<file path="src/rtl/fir_tap_loader.sv">
// FIR coefficient bank and tap-chain streamer: holds NTAPS host-written taps,
// streams them into the filter on i_load, then qualifies the output after a refill.
module fir_tap_loader #(
    parameter int NTAPS = 43,
    parameter int TW    = 12,
    parameter int AW    = 6
) (
    input  logic          i_clk,
    input  logic          i_reset_n,
    input  logic          i_cfg_wr,
    input  logic [AW-1:0] i_cfg_addr,
    input  logic [TW-1:0] i_cfg_data,
    output logic          o_cfg_busy,
    output logic          o_cfg_err,
    input  logic          i_load,
    input  logic          i_ce,
    output logic          o_ce,
    output logic          o_tap_wr,
    output logic [TW-1:0] o_tap,
    output logic          o_done,
    output logic          o_valid
);
    localparam int CW = $clog2(NTAPS + 1);
    localparam logic [AW:0]   PTR_END = (AW + 1)'(NTAPS);
    localparam logic [CW-1:0] CNT_END = CW'(NTAPS);

    typedef enum logic [1:0] {IDLE = 2'd0, LOAD = 2'd1, FLUSH = 2'd2} state_t;
    state_t state, state_nxt;

    logic [TW-1:0] coef [NTAPS];
    // One bit wider than the address so the pointer can sit at NTAPS for the trailing cycle.
    logic [AW:0]   ptr;
    logic [CW-1:0] fcnt;
    logic          in_load, load_go, wr_ok, rd_en, load_end, flush_hit;

    always_comb begin
        in_load   = (state == LOAD);
        load_go   = i_load && !in_load;
        wr_ok     = i_cfg_wr && !in_load && ({1'b0, i_cfg_addr} < PTR_END);
        rd_en     = in_load && (ptr != PTR_END);
        load_end  = in_load && (ptr == PTR_END);
        flush_hit = (state == FLUSH) && i_ce && (fcnt == CNT_END - CW'(1));
    end

    assign o_cfg_busy = in_load;
    assign o_ce       = i_ce && !in_load;

    always_ff @(posedge i_clk or negedge i_reset_n) begin
        if (!i_reset_n) state <= IDLE;
        else            state <= state_nxt;
    end

    always_comb begin
        state_nxt = state;
        case (state)
            IDLE:    if (i_load) state_nxt = LOAD;
            LOAD:    if (load_end) state_nxt = FLUSH;
            FLUSH: begin
                if (i_load)         state_nxt = LOAD;
                else if (flush_hit) state_nxt = IDLE;
            end
            default: state_nxt = IDLE;
        endcase
    end

    // Write port: a same-cycle write and i_load both land before the first read.
    always_ff @(posedge i_clk) begin
        if (wr_ok) coef[i_cfg_addr] <= i_cfg_data;
    end

    always_ff @(posedge i_clk or negedge i_reset_n) begin
        if (!i_reset_n) begin
            ptr       <= '0;
            fcnt      <= '0;
            o_tap     <= '0;
            o_tap_wr  <= 1'b0;
            o_done    <= 1'b0;
            o_valid   <= 1'b0;
            o_cfg_err <= 1'b0;
        end else begin
            o_cfg_err <= i_cfg_wr && !wr_ok;
            o_tap_wr  <= rd_en;
            o_done    <= load_end;
            if (rd_en) begin
                o_tap <= coef[ptr[AW-1:0]];
                ptr   <= ptr + 1'b1;
            end
            if (load_go) begin
                ptr     <= '0;
                fcnt    <= '0;
                o_valid <= 1'b0;
            end else if (state == FLUSH && i_ce) begin
                if (fcnt != CNT_END) fcnt <= fcnt + 1'b1;
                if (flush_hit)       o_valid <= 1'b1;
            end
        end
    end
endmodule

</file>
<file path="config.mk">
export PLATFORM = sky130hd
export DESIGN_NAME = fir_tap_loader
export DESIGN_NICKNAME = d
export VERILOG_FILES = /design/src/rtl/fir_tap_loader.sv
export SDC_FILE = /design/constraint.sdc
export NUM_CORES = 1
export LEC_CHECK = 0
export ABC_AREA = 0
export CORE_MARGIN = 1
export CORE_UTILIZATION = 69
export CTS_BUF_LIST = sky130_fd_sc_hd__clkbuf_8
export DETAILED_ROUTE_END_ITERATION = 12
export GPL_TIMING_DRIVEN = 0
export HOLD_SLACK_MARGIN = 0.1
export MAX_ROUTING_LAYER = met4
export PLACE_DENSITY = 0.88
export SLEW_MARGIN = 20
export SYNTH_ARGS = -nofsm -noshare
export SYNTH_HDL_FRONTEND = slang
export SYNTH_SLANG_ARGS = --single-unit
</file>
<file path="constraint.sdc">
create_clock -name i_clk -period 3.6 [get_ports i_clk]
set_clock_uncertainty 0.05 [all_clocks]
set_input_delay 0.72 -clock i_clk [delete_from_list [all_inputs] [get_ports i_clk]]
set_output_delay 0.72 -clock i_clk [all_outputs]
set_load 0.005 [all_outputs]
</file>
# == Word-level counts from Yosys, hierarchy flattened ==
# Memories as Yosys holds them, arrays and structs flattened. A register that Yosys moved wholly into a read port is not among the register bits.
# Index checks and enable logic that the tools add are counted.
# word_totals
ff_bits,19
latchBits,0
ramBits,516
rom_bits,0
input_bits,23
output_inout_bits,18
wordCells,55
mem_count,1
# mem_list
name,words,width,rd,rd_clocked_by_memory_dff,wr,line_no,text
coef,43,12,1,1,1,30,logic [TW-1:0] coef [NTAPS];
# classes
n_addsub,2
multipliers,0
n_div,0
order_cmp,1
n_eq_ne,9
shift,0
n_mux,15
bitwise_logic,0
reduce_logical,20
# ops
cell,count
6-bit 2-to-1 mux,3
7-bit 2-to-1 mux,2
1-bit logical AND,9
2-bit 2-to-1 mux,4
2-bit nonzero test,4
7-bit by 1-bit adder with 7-bit output (second input constant),1
7-bit by 6-bit == test with 1-bit output (second input constant),1
7-bit by 6-bit inequality test with 1-bit output (second input constant),1
6-bit by 1-bit adder with 6-bit output (second input constant),1
6-bit == test (second input constant),1
6-bit less-than comparator (second input constant),1
6-bit inequality test (second input constant),1
2-bit case mux with 3 select lines,1
1-bit 2-to-1 mux,5
2-bit AND reduction,2
1-bit zero test,3
3-bit inequality test (second input constant),1
3-bit AND reduction,1
2-bit by 1-bit == test with 1-bit output (second input constant),1
2-bit == test (second input constant),1
2-bit zero test,1
2-bit by 1-bit inequality test with 1-bit output (second input constant),1
2-bit inequality test (second input constant),1

# == Logic depth before layout (Yosys ltp) ==
# depth
ltp_word,6
depth_mapped,9
depth_no_buf,7

# == Least setup slack after synthesis ==
# Ideal clock, no wire load.
# synth_timing
path_type,input to register
from,input port i_cfg_addr[5]
to,"memory coef[12][0], enable pin"
setup_ns,0.380
arrival_time_ns,1.905
required_ns,3.170
slack_ns,1.264
stages,3
path_buffers,1
path_cell_list,or3b_2 clkbuf_1 nor2_1
# synth_between
elab_chain_len,4
# synth_lines
item,line_no,text
from (decl),11,"input logic [AW-1:0] i_cfg_addr,"
6-bit less-than comparator,39,"wr_ok = i_cfg_wr && !in_load && ({1'b0, i_cfg_addr} < PTR_END);"
1-bit logical AND,39,
1-bit 2-to-1 mux,68,if (wr_ok) coef[i_cfg_addr] <= i_cfg_data;
1-bit 2-to-1 mux (not written as such),68,
to (decl),30,
# Several ways; a longest one is shown, not always the timed one.

# == Final worst setup path ==
# layout_timing
from,register state[0]
to,"memory coef[22][6], enable pin"
# layout_between
elab_chain_len,6
# layout_lines
item,line_no,text
from (decl),28,"state_t state, state_nxt;"
from (signal assigned),50,else state <= state_nxt;
2-bit by 1-bit == test with 1-bit output,37,in_load = (state == LOAD);
1-bit zero test,39,
1-bit logical AND (2 in series),39,
1-bit 2-to-1 mux,68,
1-bit 2-to-1 mux (not written as such),68,
# Every way passes these cells.

==> out/results.ini <==
[timing]
drv_slew=0
relSlewSlack_pct=23.9
hold_viol=0
rsz0062_at_grt=no
tightest_slew_ns=1.14
fin_crit_sh_pct=92.7
finalSetupViolations=0
clock.fmax_mhz=300
hold_ws_ns=0.401
finalCriticalPeriod_ns=3.34

[critical_path]
path_delay_family=simple AND/OR/NAND/NOR gates
crit_slowest_cell=nor2_1
critPathBufInv=1
cp.arrival_ns=3.53
cp-start-kind=flop
critPathKind=reg -> reg
worstPathCellList=nand2b_1 -> clkbuf_1 -> nand3_1 -> nor3b_1 -> nand3_1 -> nor2_1
critPathMaxStageDelay_ns=0.93
critPathMostFrequentCell=nand3_1
reg2reg_setup_slack_ns=0.26
end_kind=flop
cp.required_ns=3.79
crit_path_max_fanout=12

[die]
die-area_um2=31700
coreArea_um2=30500
die_h_um=178
fp.dieW_um=178
row_count=64
io_pins=41
start_util_pct=70.1

[pwr]
p_leak_uw=0.00804
p_clk_share_pct=27.9
ir_worst_vdd_v=0.000403
p_sw_uw=5520
combPwrFrac_pct=29.9
switching_share_pct=32.2
pwr-share-seq_pct=42.2
power.internal_uw=11600
p_total_uw=17100
power_density_nw_per_um2=711

[global_route]
antenna_found_initial=0
grt_pass1_vias=11748
grt_pass1_wl_um=73500
grt_overflow_total=0
grtUsageTotal_pct=34.7
grt_max_degree=44

[layout]
stdcell_area_um2=24100
multi_input_area_um2=4850
fillers=1440
area_growth_pct=12.7
regArea_um2=16300
drive_gt1_share_pct=23.9
final_nets=1263

[synth]
synthTopCellsByCount=516 x edfxtp_1, 91 x mux2i_1, 84 x mux4_2
synthTopCellsByArea=edfxtp_1 72%, mux4_2 8.8%, mux2i_1 4.3%, dfrtp_1 3.6%, nor2_1 1.4%
yosys.area.top_type=edfxtp_1
yosysMostFrequentCell=edfxtp_1
syn_avg_cell_area_um2=19.4
yosysSeqAreaShare_pct=76.1
synth_edf_count=516
synth_nets=1129
ys_ff_latch=547
yosys_warnings=0
synth-async-reset-ratio_pct=5.67
synth_cells=1103
synth.distinct_cells=46
synth_top_area_share_pct=72.4
synth.cell_area_um2=21400
ys.flop_type=edfxtp_1

[place]
placedInstanceArea_um2=22500
dp_hpwl_um=32900
io_buffers=40
place_congestion=0.941

[clocking]
post-cts-setup-buffers=0
htreeDepth=3
clock_latency_ns=0.64
cts_buffer_depth=3
cts-root-buf=clkbuf_8
cts-resized-gates=0
clk_pin_slew_ns=0.06
numCtsBuffers=82
clock_sinks=547
cts_tree=done

[outcome]
outcome=finished clean

[job]
maxCapViolCount=0

[routing]
drc=0
wl_um=51300
routed_via_density=6.98
ant_nets=0
drtPass1Iterations=6
drt_iter0_markers=1953
route.vias.total=11880
post_drt_wl_per_cell_um=30.1

[worst_hold_path]
hold_class=in -> async

## placed cells by master (no fill, tap or decap), drive strengths merged, types with 2 or more instances in the layout
cell type      instances
a211o                  7
a211oi                22
a21oi                 34
a221o                  5
a221oi                 4
a31oi                 10
and2                   2
and3                   4
buf                   62
clkbuf               112
clkdlybuf4s50         27
clkinv                28
dfrtp                 31
edfxtp               516
ha                     3
inv                   39
mux2                  19
mux2i                 91
mux4                  86
nand2                 23
nand3                 10
nand3b                 6
nand4                  3
nor2                  78
nor2b                  9
o21ai                 25
o221ai                12
o22ai                 11
o311ai                 7
or3                    2
xnor2                  2
xor2                   5
## power by group through the flow
stage	Clock, uW	Combinational [uW]	Sequential (uW)
3_5_place_dp	0	4930	7350
2_1_floorplan	0	3190	7310
3_3_place_gp	0	4750	7350
4_1_cts	4780	4970	7220
5_1_grt	5050	5260	7230
6_report	4780	5120	7230
## cell families (layout without fill, tap and decap cells)
group | after synthesis | after routing | synth area share, %
xor gates and xnor gates | 7 | 7 | 0.287
buffers and inverters | 67 | 270 | 1.75
other | 0 | 1 | 0
DFF | 547 | 547 | 76.1
AOI/OAI and AO/OA | 142 | 142 | 4.43
adders and majority gates | 3 | 3 | 0.175
and+or+nand+nor | 141 | 141 | 2.95
muxes | 196 | 196 | 14.3
## worst reg2reg max path: stages (launching register included)
cell,delay [ns]
dfrtp_1,0.40
nand2b_1,0.11
clkbuf_1,0.51
nand3_1,0.25
nor3b_1,0.31
nand3_1,0.36
nor2_1,0.93
## registers in the layout, indices dropped and copies added (netlist names)
signal     flops
o_tap         12
coef         516
o_valid        1
ptr            7
state          2
o_cfg_err      1
o_done         1
fcnt           6
o_tap_wr       1
## worst paths after layout
path / cells past startpoint / end / from
max reg2reg: 6 / coef[22][6] / state[0]
max: 6 / coef[22][6] / state[0]
max in group asynchronous: 3 / o_cfg_err / i_reset_n
min in group i_clk: 1 / coef[30][2] / i_cfg_data[2]
min reg2reg: 2 / o_tap[11] / o_tap[11]
min: 2 / fcnt[2] / i_reset_n
## layer usage
| layer | track usage (%) | up-vias | part of all wire, % | wire [um] |
|---|---|---|---|---|
| met5 | - | - | 0 | 0 |
| met4 | 17.8 | 0 | 5.2 | 2690 |
| met3 | 8.16 | 218 | 13 | 6780 |
| met2 | 50.6 | 1008 | 46 | 23800 |
| met1 | 46.4 | 5868 | 35 | 18000 |
| li1 | - | 4786 | - | - |
## layout make-up
class                   instances  area share [%]
plain buffers                  59            1.43
inverters                       8           0.125
clock inverters                60            1.11
well taps                     396            2.06
clock buffers                  93            5.31
flip-flops and latches        547            67.5
diodes                          1          0.0104
repair buffers                 50            2.34
multi-input cells             489            20.1
## through the flow
step | std cells | setup TNS, ns | util, % | worst slack, ns
after floorplan | 1103 | 0 | - | 1.26
after global placement | 1539 | -5.78 | 73.1 | -0.128
after detailed placement | 1548 | -16.72 | 73.7 | -0.198
after CTS | 1702 | 0 | 78.8 | 0.349
after global routing | 1702 | 0 | 79.0 | 0.0222
final | 1703 | 0 | 79.0 | 0.263
## what timing repair did
item | CTS | global route
hold buffers | 1 | 0
endpoints found under the setup margin | 0 | 0
endpoints found under the hold margin | 17 | 0
(Power assumes the default switching activity.)
